[src/rtl/uart_rx.sv]
// ============================================================================
//  Module      : uart_rx
//  Description : UART serial receiver. Double-synchronises rxd, detects the
//                start-bit falling edge, re-times a down-counter to that edge
//                and samples every bit at its centre. Emits one byte per
//                frame with single-cycle valid / frame_err / parity_err strobes.
//  Options     : define UART_RX_PARITY_EN for an even-parity bit between the
//                data and stop bits; otherwise parity_err is tied low.
//  Revision    : 1.0 - initial release
// ============================================================================
`default_nettype none

module uart_rx #(
  parameter int unsigned SYS_CLK_FREQ = 100_000_000,
  parameter int unsigned BAUD_RATE    = 115200
) (
  input  logic       sys_clk,
  input  logic       rst_n,
  input  logic       rxd,
  output logic [7:0] data,
  output logic       valid,
  output logic       frame_err,
  output logic       parity_err,
  output logic       busy
);

  // Bit period and half period in system clocks; counter reload values.
  localparam int unsigned c_P        = SYS_CLK_FREQ / BAUD_RATE;
  localparam int unsigned c_HALF     = c_P >> 1;
  localparam logic [31:0] c_BIT_LOAD  = 32'(c_P - 1);
  localparam logic [31:0] c_HALF_LOAD = 32'(c_HALF - 1);

`ifdef UART_RX_PARITY_EN
  typedef enum logic [2:0] {
    S_IDLE   = 3'd0,
    S_START  = 3'd1,
    S_DATA   = 3'd2,
    S_PARITY = 3'd3,
    S_STOP   = 3'd4
  } state_t;
`else
  typedef enum logic [2:0] {
    S_IDLE   = 3'd0,
    S_START  = 3'd1,
    S_DATA   = 3'd2,
    S_STOP   = 3'd4
  } state_t;
`endif

  state_t      r_state, w_state_nxt;
  logic [31:0] r_cnt, w_cnt_nxt;
  logic [7:0]  r_shift, w_shift_nxt;
  logic [2:0]  r_idx, w_idx_nxt;
  logic [7:0]  r_data, w_data_nxt;
  logic        r_valid, w_valid_nxt;
  logic        r_ferr, w_ferr_nxt;
  logic        r_rxd_m, r_rxd_s, r_rxd_p;
`ifdef UART_RX_PARITY_EN
  logic        r_pmis, w_pmis_nxt;
  logic        r_perr, w_perr_nxt;
`endif

  // Two-flop synchroniser plus one delayed copy for start-edge detection.
  always_ff @(posedge sys_clk or negedge rst_n) begin
    if (!rst_n) begin
      r_rxd_m <= 1'b1;
      r_rxd_s <= 1'b1;
      r_rxd_p <= 1'b1;
    end else begin
      r_rxd_m <= rxd;
      r_rxd_s <= r_rxd_m;
      r_rxd_p <= r_rxd_s;
    end
  end

  // State register.
  always_ff @(posedge sys_clk or negedge rst_n) begin
    if (!rst_n) begin
      r_state <= S_IDLE;
    end else begin
      r_state <= w_state_nxt;
    end
  end

  // Datapath and output strobe registers.
  always_ff @(posedge sys_clk or negedge rst_n) begin
    if (!rst_n) begin
      r_cnt   <= '0;
      r_shift <= '0;
      r_idx   <= '0;
      r_data  <= '0;
      r_valid <= 1'b0;
      r_ferr  <= 1'b0;
`ifdef UART_RX_PARITY_EN
      r_pmis  <= 1'b0;
      r_perr  <= 1'b0;
`endif
    end else begin
      r_cnt   <= w_cnt_nxt;
      r_shift <= w_shift_nxt;
      r_idx   <= w_idx_nxt;
      r_data  <= w_data_nxt;
      r_valid <= w_valid_nxt;
      r_ferr  <= w_ferr_nxt;
`ifdef UART_RX_PARITY_EN
      r_pmis  <= w_pmis_nxt;
      r_perr  <= w_perr_nxt;
`endif
    end
  end

  // Next-state and datapath logic; all sampling happens when the counter hits 0.
  always_comb begin
    w_state_nxt = r_state;
    w_cnt_nxt   = (r_cnt == 32'd0) ? r_cnt : r_cnt - 32'd1;
    w_shift_nxt = r_shift;
    w_idx_nxt   = r_idx;
    w_data_nxt  = r_data;
    w_valid_nxt = 1'b0;
    w_ferr_nxt  = 1'b0;
`ifdef UART_RX_PARITY_EN
    w_pmis_nxt  = r_pmis;
    w_perr_nxt  = 1'b0;
`endif
    case (r_state)
      S_IDLE: begin
        // Only a high-to-low transition starts a frame, so a held break
        // line never retriggers until it has returned high.
        w_cnt_nxt = r_cnt;
        if (r_rxd_p && !r_rxd_s) begin
          w_cnt_nxt   = c_HALF_LOAD;
          w_state_nxt = S_START;
        end
      end
      S_START: begin
        if (r_cnt == 32'd0) begin
          if (r_rxd_s) begin
            w_state_nxt = S_IDLE;
          end else begin
            w_cnt_nxt   = c_BIT_LOAD;
            w_idx_nxt   = 3'd0;
            w_state_nxt = S_DATA;
`ifdef UART_RX_PARITY_EN
            w_pmis_nxt  = 1'b0;
`endif
          end
        end
      end
      S_DATA: begin
        if (r_cnt == 32'd0) begin
          w_shift_nxt = {r_rxd_s, r_shift[7:1]};
          w_cnt_nxt   = c_BIT_LOAD;
          w_idx_nxt   = r_idx + 3'd1;
          if (r_idx == 3'd7) begin
`ifdef UART_RX_PARITY_EN
            w_state_nxt = S_PARITY;
`else
            w_state_nxt = S_STOP;
`endif
          end
        end
      end
`ifdef UART_RX_PARITY_EN
      S_PARITY: begin
        // Even parity: the parity bit must equal the XOR of the data bits.
        if (r_cnt == 32'd0) begin
          w_pmis_nxt  = r_rxd_s ^ (^r_shift);
          w_cnt_nxt   = c_BIT_LOAD;
          w_state_nxt = S_STOP;
        end
      end
`endif
      S_STOP: begin
        if (r_cnt == 32'd0) begin
          w_state_nxt = S_IDLE;
          if (r_rxd_s) begin
            w_data_nxt  = r_shift;
            w_valid_nxt = 1'b1;
`ifdef UART_RX_PARITY_EN
            w_perr_nxt  = r_pmis;
`endif
          end else begin
            w_ferr_nxt  = 1'b1;
          end
        end
      end
      default: begin
        w_state_nxt = S_IDLE;
      end
    endcase
  end

  assign data      = r_data;
  assign valid     = r_valid;
  assign frame_err = r_ferr;
  assign busy      = (r_state != S_IDLE);
`ifdef UART_RX_PARITY_EN
  assign parity_err = r_perr;
`else
  assign parity_err = 1'b0;
`endif

endmodule

`default_nettype wire

[config.mk]
export PLATFORM = sky130hd
export DESIGN_NAME = uart_rx
export DESIGN_NICKNAME = d
export VERILOG_FILES = /design/src/rtl/uart_rx.sv
export SDC_FILE = /design/constraint.sdc
export NUM_CORES = 1
export LEC_CHECK = 0
export ABC_AREA = 1
export BUFFER_PORTS_ARGS = -buffer_cell sky130_fd_sc_hd__buf_2
export CORE_MARGIN = 4
export CORE_UTILIZATION = 56
export DETAILED_ROUTE_END_ITERATION = 7
export GPL_ROUTABILITY_DRIVEN = 0
export PLACE_DENSITY_LB_ADDON = 0.15
export SYNTH_ARGS = -nofsm -noshare
export SYNTH_HDL_FRONTEND = slang
export SYNTH_SLANG_ARGS = --single-unit
export TNS_END_PERCENT = 100
[constraint.sdc]
create_clock -name sys_clk -period 2 [get_ports sys_clk]
set_input_delay 0.2 -clock sys_clk [delete_from_list [all_inputs] [get_ports sys_clk]]
set_output_delay 0.2 -clock sys_clk [all_outputs]
set_load 0.01 [all_outputs]
==> results.md, run 1 <==
* Status: completed
* Design area at 4240 um^2
* Setup violations, final at 0
* Async SR Flop Fraction at 1.00
* HP Class: reg2reg
* Core area at 6060 um^2
* Clock buffer count from CTS at 9
* Die area at approximately 7700 um^2
* Vias in the first global route at 3319
* Crit path time final at 1.94 ns
* Clock sink count at 59
* GR Util All Layers at 0.260
* Mapped Nets at 491
* Slew HR at 0.612
* Design Power at 5.96 mW
* Routed WL per cell at 15.0 um
* Area growth syn-to-layout at 18.9%
* Critical Path Source: r_cnt[11]
* 1st-pass router iterations at 5
* Tightest Pin Transition at 0.582 ns
* Tcrit/Tclk final at 0.972
* Synth Instances at 484
* #FFs+latches synth at 59
* Starting Density at 0.588
* Post-DRT Antenna Nets at 0
* Yosys warnings at 0
* Chip height at 87.8 um
* Critical Path Sink Type: register
* Worst reg2reg endpoint: r_cnt[0]
* CP arrival at 2.19 ns
* Layout cell share with drive strength beyond 1 at 0.219
* Max Fclk at ~500 MHz
* Top FF cell, synth: dfrtp_1
* Crit-path most repeated cell: nand2_1
* Clk buf depth at 2
* VDD IR-drop max at 1.14 mV
* Clk root buf: clkbuf_8
* DPL Wire Length at around 6.8 mm
* Antenna cells at 0
* Post-synth cell types at 34
* First-pass GRT wire length at 15.5 mm
* Buffers added on ports at 13
* Leakage at between 2 and 2.5 nW
* Final net count at 542
* TritonCTS clock tree: done
* Required time of the critical path at 2.25 ns
* R2R Path Start: r_cnt[11]
* DR vias/cell at 5.57
* Fillers at 516
* Avg Inst Size Synth at 7.37 um^2
* Clock Latency Late Sink at 0.35 ns
* CP Depth at 13
* Clk_skew at 0.0125 ns
* H-tree depth at 3
* Power per cell area at around 1400 nW/um^2
* Initial antenna violation count at 0
* Via count at 3424
* Critical path launch point type: register
* RSZ-0062 raised after global routing: yes
* Post-synth EDFFs at 0
* Crit path max fanout at 10
* Critical path type: reg2reg
* CP cell instances: nor2_2 > nand2_2 > nor2_4 > nand2_4 > nor2_8 > inv_4 > ha_1 > nor2_1 > nand2_1 > nand3_1 > nand2_1 > nand2_1 > nand2_1
* Bufs and invs on worst path at 1
* Maxcap violations at 0
* Setup crit end: r_cnt[0]
* Cell Area, Synth at 3560 um^2
* Largest net degree at the start of global routing at 37
* Delay-heaviest family, CP: simple AND/OR/NAND/NOR gates
* Final setup TNS at 0 ns
* Final hold violations at 0
* Number of I/O pins at 15
* CP max-delay cell: dfrtp_1
* FF-to-FF setup slack at 0.06 ns
* DRC viols at 0
* Worst R2R Path Depth at 13
* Clk slew on worst S/H paths at 0.08 ns
* GRT Residual Overflow at 0
* Worst hold slack at 0.343 ns
* WL final at 9.23 mm
* Row count at 28
* Post-DP Area at 3920 um^2
* Register area share after synthesis at 0.415
* Initial DRC count at between 300 and 400
* Worst stage delay on the critical path at 0.43 ns
* Die Wd at 87.8 um
* Final Max Slew Viols at 0
## registers in the layout, summed over array words and instances, names as in the netlist
signal	cells
r_shift	8
r_rxd_s	1
r_rxd_m	1
r_state	3
valid	1
frame_err	1
r_idx	3
data	8
r_cnt	32
r_rxd_p	1
## cells by family after synthesis
kind of cell / share of synthesized area
compound gates: 0.101
xor+xnor: 0.0344
fa+ha+maj: 0.0140
buf+inv: 0.0748
flops: 0.415
other cells: 0.00105
simple gates: 0.359
## area by class of cell
class                           instances  area [um^2]  area share
Multi-Input combinational cell        359         1890       0.445
Sequential cell                        59         1480       0.350
Timing Repair Buffer                   50          360      0.0850
Inverter                               56          215      0.0508
Clock buffer                            9          124      0.0292
Tap cell                               75         93.8      0.0221
Clock inverter                          7         76.3      0.0180
## stage by stage
| stage | utilization | worst slack (ns) | cells |
|---|---|---|---|
| floorplan | - | 0.0184 | 484 |
| global placement | 0.647 | 0.0791 | 592 |
| detailed placement | 0.647 | 0.0203 | 592 |
| CTS | 0.683 | 0.0124 | 610 |
| global route | 0.699 | -0.0732 | 615 |
| finish | 0.699 | 0.0551 | 615 |
## cells in the final DEF, fill, tap and decap left out, drive strengths merged, types with 9 or more instances in the layout
cell type    n
inv         58
nand2      151
o31ai       12
buf         48
nand3       29
nor2        85
clkbuf       9
o21ai       29
dfrtp       56
xor2        12
nand4       12
## synthesized netlist by cell type, types with 4 or more instances
| master | count | area [um^2] |
|---|---|---|
| o21ai_0 | 21 | 105 |
| nand4_1 | 12 | 75.1 |
| a21oi_1 | 4 | 20.0 |
| ha_1 | 4 | 50.1 |
| nor2_1 | 71 | 267 |
| nand2_1 | 140 | 526 |
| nor2_2 | 8 | 50.1 |
| nor3_1 | 6 | 30.0 |
| inv_1 | 51 | 191 |
| o31ai_1 | 12 | 90.1 |
| nand3_1 | 29 | 145 |
| o21ai_2 | 8 | 70.1 |
| inv_2 | 4 | 15.0 |
| nand2_2 | 8 | 50.1 |
| dfrtp_1 | 56 | 1400 |
| o2111ai_1 | 4 | 35.0 |
| nor2_4 | 4 | 45.0 |
| clkbuf_1 | 5 | 18.8 |
| xor2_1 | 12 | 105 |
## report_power, final
part	total, mW	switching [mW]	internal [mW]
clock	1.10	0.522	0.583
sequential	1.65	0.227	1.42
combinational	3.21	2.14	1.07
total	5.96	2.89	3.07
## worst reg2reg max path: cells and delay by family (launching register included)
family	cells	cell delay [ns]
adder cells (fa/ha/maj)	1	0.29
AND/OR/NAND/NOR	11	1.04
flip-flops	1	0.43
buffers and inverters	1	0.08
## timing repair
item	4_1_cts	5_1_grt
endpoints found under the setup margin	0	31
buffers inserted	0	5
hold buffers	2	0
hold endpoints to repair	21	0
resized for setup	0	18
## routing by layer
metal | vias up | share of wire | track usage
li1 | 1660 | - | -
met1 | 1615 | 0.43 | 0.336
met2 | 134 | 0.49 | 0.434
met3 | 15 | 0.067 | 0.0715
met4 | 0 | 0.012 | 0.0697
met5 | - | 0 | 0
## worst min-delay path by stage
stage / startpoint / end / slack, ns / depth (start not counted)
2_1_floorplan: rst_n / data[0] / -0.1 / 0
3_3_place_gp: rst_n / r_cnt[18] / 0.23 / 1
3_5_place_dp: rst_n / r_cnt[18] / 0.22 / 1
4_1_cts: r_rxd_m / r_rxd_s / 0.35 / 0
5_1_grt: r_rxd_m / r_rxd_s / 0.36 / 0
6_report: r_rxd_m / r_rxd_s / 0.34 / 0
Power figures use the tool's default switching activity.
==> inputs of run 2 (changes only) <==
- ABC_CLOCK_PERIOD_IN_PS: default -> 2000
- CELL_PAD_IN_SITES_DETAIL_PLACEMENT: default -> 0
- CELL_PAD_IN_SITES_GLOBAL_PLACEMENT: default -> 1
- CORE_UTILIZATION: 56 -> 41
- GPL_TIMING_DRIVEN: default -> 0
==> results.md, run 2 (same netlist as run 1, synthesis figures left out) <==
* GRT busiest layer: met2
* Hold path startpoint: r_rxd_m
* Power per cell area at ~1400 nW/um^2
* HP Class: reg2reg
* Number of I/O pins at 15
* R2R Path Start: r_cnt[0]
* Biggest register: r_cnt
* Psw at 2.92 mW
* Final net count at 540
* Maxcap violations at 0
* Final Max Slew Viols at 0
* TritonCTS clock tree: done
* Worst R2R Path Depth at 14
* GRT Residual Overflow at 0
* Routed WL per cell at 14.8 um
* Crit path max fanout at 10
* Worst reg2reg endpoint: r_cnt[0]
* Clk root buf: clkbuf_8
* Sw Share at 0.472
* Leakage at roughly 2.3 nW
* Post-DP Area at roughly 3800 um^2
* Post-DRT Antenna Nets at 0
* Met3 usage at 0.0406
* Initial antenna violation count at 0
* Hold Crit Depth at 0
* Max Fclk at 518 MHz
* Final hold violations at 0
* FF-to-FF setup slack at 0.07 ns
* 1st-pass router iterations at 4
* Die Wd at 101 um
* Via count at 3250
* DR vias/cell at 5.05
* Antenna cells at 0
* Clk buf depth at 2
* Critical Path Sink Type: register
* Starting Density at 0.427
* Vias in the first global route at 3125
* Required time of the critical path at between 2 and 2.5 ns
* Buffers added on ports at 13
* Die area at 10300 um^2
* Part of the power in registers at 0.283
* Worst hold path endpoint: r_rxd_s
* DPL Wire Length at a little under 7 mm
* Most common cell after layout, fill and taps aside: nand2_1
* Setup violations, final at 0
* Tightest Pin Transition at ~0.8 ns
* Clock sink count at between 50 and 60
* Design area at 4340 um^2
* Chip height at 101 um
* Slew HR at 0.482
* Largest net degree at the start of global routing at 60
* Critical path launch point type: register
* Crit path time final at 1.93 ns
* Clk_skew at 0.00749 ns
* Max reg flops at 32
* GR Util All Layers at 0.202
* DRC viols at 0
* Clock Latency Late Sink at between 0.3 and 0.4 ns
* Combinational share of power at 0.514
* WL final at 9.52 mm
* Area growth syn-to-layout at 21.8%
* VDD IR-drop max at 0.960 mV
* Clk slew on worst S/H paths at 0.07 ns
* Commonest non-fill, non-tap cells in the layout: nand2_1, nor2_1, inv_1, dfrtp_1, nand3_1
* Initial DRC count at 214
* Status: completed
* Final core utilization at 0.520
* Core area at about 8300 um^2
* H-tree depth at 3
* Layout cell share with drive strength beyond 1 at 0.249
* Pint at roughly 3.3 mW
* Tcrit/Tclk final at 0.965
* Fillers at 813
* Row count at 33
* Design Power at just over 6 mW
* Clock power frac at 0.203
* First-pass GRT wire length at between 15 and 20 mm
* Critical path type: reg2reg
* CP arrival at 2.17 ns
* Met1 Use GR at 0.292
* Clock buffer count from CTS at 9
* Met2 usage at 0.300
-- run 2: cell types whose count changed in the layout (fill, tap and decap cells not counted), sizes merged --
cell / before / now
buf: 48 / 41
clkbuf: 9 / 15
inv: 58 / 56
bufinv: 1 / 2
-- run 2: routing by layer --
| layer | share of wire | vias up |
|---|---|---|
| met3 | 0.045 | 11 |
| met4 | 0.013 | 0 |
| met2 | 0.46 | 75 |
| met5 | 0 | - |
| met1 | 0.49 | 1514 |
| li1 | - | 1650 |
-- run 2: how the worst max path moves through the flow --
stage | start | to | slack, ns | cells past startpoint
floorplan | r_cnt[0] | r_cnt[0] | 0.02 | 14
global placement | r_cnt[0] | r_cnt[0] | -0.29 | 14
detailed placement | r_cnt[0] | r_cnt[0] | -0.30 | 14
CTS | r_cnt[0] | r_cnt[0] | -0.02 | 14
global route | r_cnt[0] | r_cnt[0] | -0.05 | 14
finish | r_cnt[0] | r_cnt[0] | 0.07 | 14
-- run 2: cell type report --
type	count	area [um^2]	area share
multi-input combinational	359	1950	0.449
sequential	59	1500	0.344
timing repair buffer	39	268	0.0617
clock inverter	6	88.8	0.0205
clock buffer	10	138	0.0317
tap	105	131	0.0303
inverter	56	220	0.0507
buffer	9	52.6	0.0121
-- run 2: critical path: stages (launching register included) --
cell,delay (ns)
dfrtp_1,0.41
inv_2,0.10
ha_4,0.15
nand2_4,0.09
nor2_8,0.15
nand2_4,0.09
nor2_8,0.17
inv_8,0.08
ha_4,0.22
nor2_2,0.07
nand2_1,0.05
nand3_1,0.08
nand2_1,0.05
nand2_1,0.05
nand2_1,0.05
-- run 2: per-stage QoR --
step	TNS (ns)	std cells	setup WS, ns	hold slack, ns
final	0	643	0.0702	0.369
after global routing	-0.0761	643	-0.0498	0.376
after CTS	-0.0193	628	-0.0193	0.225
after detailed placement	-4.77	602	-0.298	0.306
after global placement	-4.22	602	-0.290	0.307
after floorplan	0	484	0.0184	-0.0956
-- run 2: repair_timing --
| action | CTS | global route |
|---|---|---|
| setup endpoints to repair | 40 | 46 |
| hold endpoints to repair | 1 | 14 |
| pin swaps | 6 | 12 |
| resized for setup | 12 | 38 |
| hold buffers | 1 | 1 |
| buffers inserted | 9 | 15 |
-- run 2: power by group through the flow --
stage	Sequential (mW)	Combinational [mW]	Clock, mW
3_3_place_gp	1.73	2.70	0
3_5_place_dp	1.73	2.72	0
4_1_cts	1.71	2.83	1.29
5_1_grt	1.78	3.58	1.33
6_report	1.75	3.18	1.26
2_1_floorplan	1.65	2.08	0
==> inputs of run 3 (changes only) <==
- CELL_PAD_IN_SITES_DETAIL_PLACEMENT: 0 -> 1
- CELL_PAD_IN_SITES_GLOBAL_PLACEMENT: 1 -> 2
- CORE_UTILIZATION: 41 -> 33
==> results.md, run 3 (same netlist as run 1, synthesis figures left out) <==
* Status: completed
* Area of the multi-input gates at 1950 um^2
* Met3 usage at 0.0315
* DPL Wire Length at 8.05 mm
* Tcrit/Tclk final at 0.968
* HP Class: reg2reg
* Final net count at 535
* Power per cell area at 1420 nW/um^2
* Via count at 3316
* Crit-path most repeated cell: nand2_1
* RSZ-0062 raised after global routing: yes
* Post-DRT Antenna Nets at 0
* Setup violations, final at 0
* Placed Cells at 633
* Core area at between 10000 and 15000 um^2
* Max Fclk at 516 MHz
* Final setup TNS at 0 ns
* Final Max Slew Viols at 0
* Die Wd at approximately 110 um
* Biggest register: r_cnt
* Met1 Use GR at 0.257
* Most common cell after layout, fill and taps aside: nand2_1
* Number of I/O pins at 15
* Met2 usage at 0.300
* Buffers added on ports at 13
* Row count at 37
* Clk buf depth at 2
* CP max-delay cell: dfrtp_2
* Die area at 12500 um^2
* Area growth syn-to-layout at 21.7%
* Psw at 2.99 mW
* TritonCTS clock tree: done
* Starting Density at 0.342
* Pint at between 3 and 4 mW
* Clock buffer count from CTS at 9
* Required time of the critical path at 2.23 ns
* Clk_skew at 0.0113 ns
* 1st-pass router iterations at 4
* Maxcap violations at 0
* Largest net degree at the start of global routing at 60
* GR Util All Layers at 0.186
* Clock power frac at 0.204
* Critical path type: reg2reg
* Leakage at roughly 2.3 nW
* Clock Latency Late Sink at 0.34 ns
* CP cell instances: inv_2 > ha_4 > nand2_4 > nor2_8 > nand2_4 > nor2_8 > inv_6 > ha_4 > nor2_1 > nand2_1 > nand3_1 > nand2_1 > nand2_1 > nand2_1
* Antenna cells at 0
* Slew HR at 0.464
* GRT busiest layer: met2
* Commonest non-fill, non-tap cells in the layout: nand2_1, nor2_1, inv_1, dfrtp_1, nand3_1
* Bufs and invs on worst path at 2
* Clock sink count at 59
* Crit path time final at 1.94 ns
* Max reg flops at 32
* Final hold violations at 0
* Critical Path Sink Type: register
* WL final at 11.2 mm
* Clk root buf: clkbuf_8
* Combinational share of power at 0.510
* First-pass GRT wire length at 18.4 mm
* Initial DRC count at 156
* CP arrival at 2.16 ns
* Part of the power in registers at 0.286
* Tightest Pin Transition at 0.804 ns
* DRC viols at 0
* Sw Share at 0.485
* Fin cells at 669
* Chip height at 112 um
* GRT Residual Overflow at 0
* H-tree depth at 3
* Initial antenna violation count at 0
* Fillers at between 1000 and 1500
* Register area at roughly 1500 um^2
* Routed WL per cell at 16.7 um
* Crit path max fanout at 10
* Layout cell share with drive strength beyond 1 at 0.233
* Critical path launch point type: register
* Vias in the first global route at about 3500
* VDD IR-drop max at about 1.0 mV
* Clk slew on worst S/H paths at 0.07 ns
* Delay-heaviest family, CP: simple AND/OR/NAND/NOR gates
* DR vias/cell at 4.96
* Worst stage delay on the critical path at 0.42 ns
run 3: cell count changes in the layout (fill, tap and decap cells not counted), sizes merged:
| cell | previous run | this run |
|---|---|---|
| buf | 41 | 37 |
| clkinvlp | 2 | 1 |
run 3: what timing repair did:
| action | CTS | global route |
|---|---|---|
| hold buffers | 2 | 0 |
| buffers inserted | 7 | 12 |
| pin swaps | 8 | 9 |
| resized for setup | 21 | 29 |
| setup endpoints to repair | 44 | 28 |
| endpoints found under the hold margin | 57 | 0 |
run 3: worst paths after layout:
kind                              end  cells past startpoint  slack, ns      from
max reg2reg                  r_cnt[0]                     14       0.06  r_cnt[0]
min                           r_rxd_s                      0       0.35   r_rxd_m
min reg2reg                   r_rxd_s                      0       0.35   r_rxd_m
min in group asynchronous   r_cnt[12]                      2       0.47     rst_n
max                          r_cnt[0]                     14       0.06  r_cnt[0]
max in group asynchronous  r_state[1]                      2       0.92     rst_n
run 3: layout make-up:
class	count	share of cell area
clock inverter	5	0.0179
inverter	56	0.0502
tap	136	0.0392
sequential	59	0.344
buffer	9	0.0127
multi-input combinational	359	0.450
timing repair buffer	34	0.0531
clock buffer	11	0.0326
run 3: routing by layer:
layer  part of all wire  vias up
met4              0.017        0
met5                  0        -
met2               0.47       37
met3              0.024       15
met1               0.49     1621
li1                   -     1643
run 3: power by group through the flow:
stage          combinational, mW  sequential, mW  clock (mW)
5_1_grt                     3.56            1.80        1.36
2_1_floorplan               2.08            1.65           0
3_3_place_gp                2.78            1.73           0
3_5_place_dp                2.85            1.74           0
4_1_cts                     2.97            1.74        1.30
6_report                    3.14            1.76        1.26
run 3: worst reg2reg max path, cell delays in order, from the launching register on:
cell	delay (ns)
dfrtp_2	0.42
inv_2	0.09
ha_4	0.15
nand2_4	0.09
nor2_8	0.16
nand2_4	0.09
nor2_8	0.14
inv_6	0.09
ha_4	0.22
nor2_1	0.08
nand2_1	0.06
nand3_1	0.08
nand2_1	0.05
nand2_1	0.05
nand2_1	0.05
run 3: metrics by stage:
step,hold slack (ns),worst slack [ns],utilization,area [um^2],total power [mW]
2_1_floorplan,-0.0956,0.0184,-,3580,3.72
4_1_cts,0.353,-0.0684,0.399,4160,6.01
6_report,0.349,0.0637,0.416,4340,6.16
3_3_place_gp,0.305,-0.338,0.366,3810,4.52
3_5_place_dp,0.308,-0.375,0.366,3810,4.59
5_1_grt,0.361,-0.0881,0.416,4340,6.72
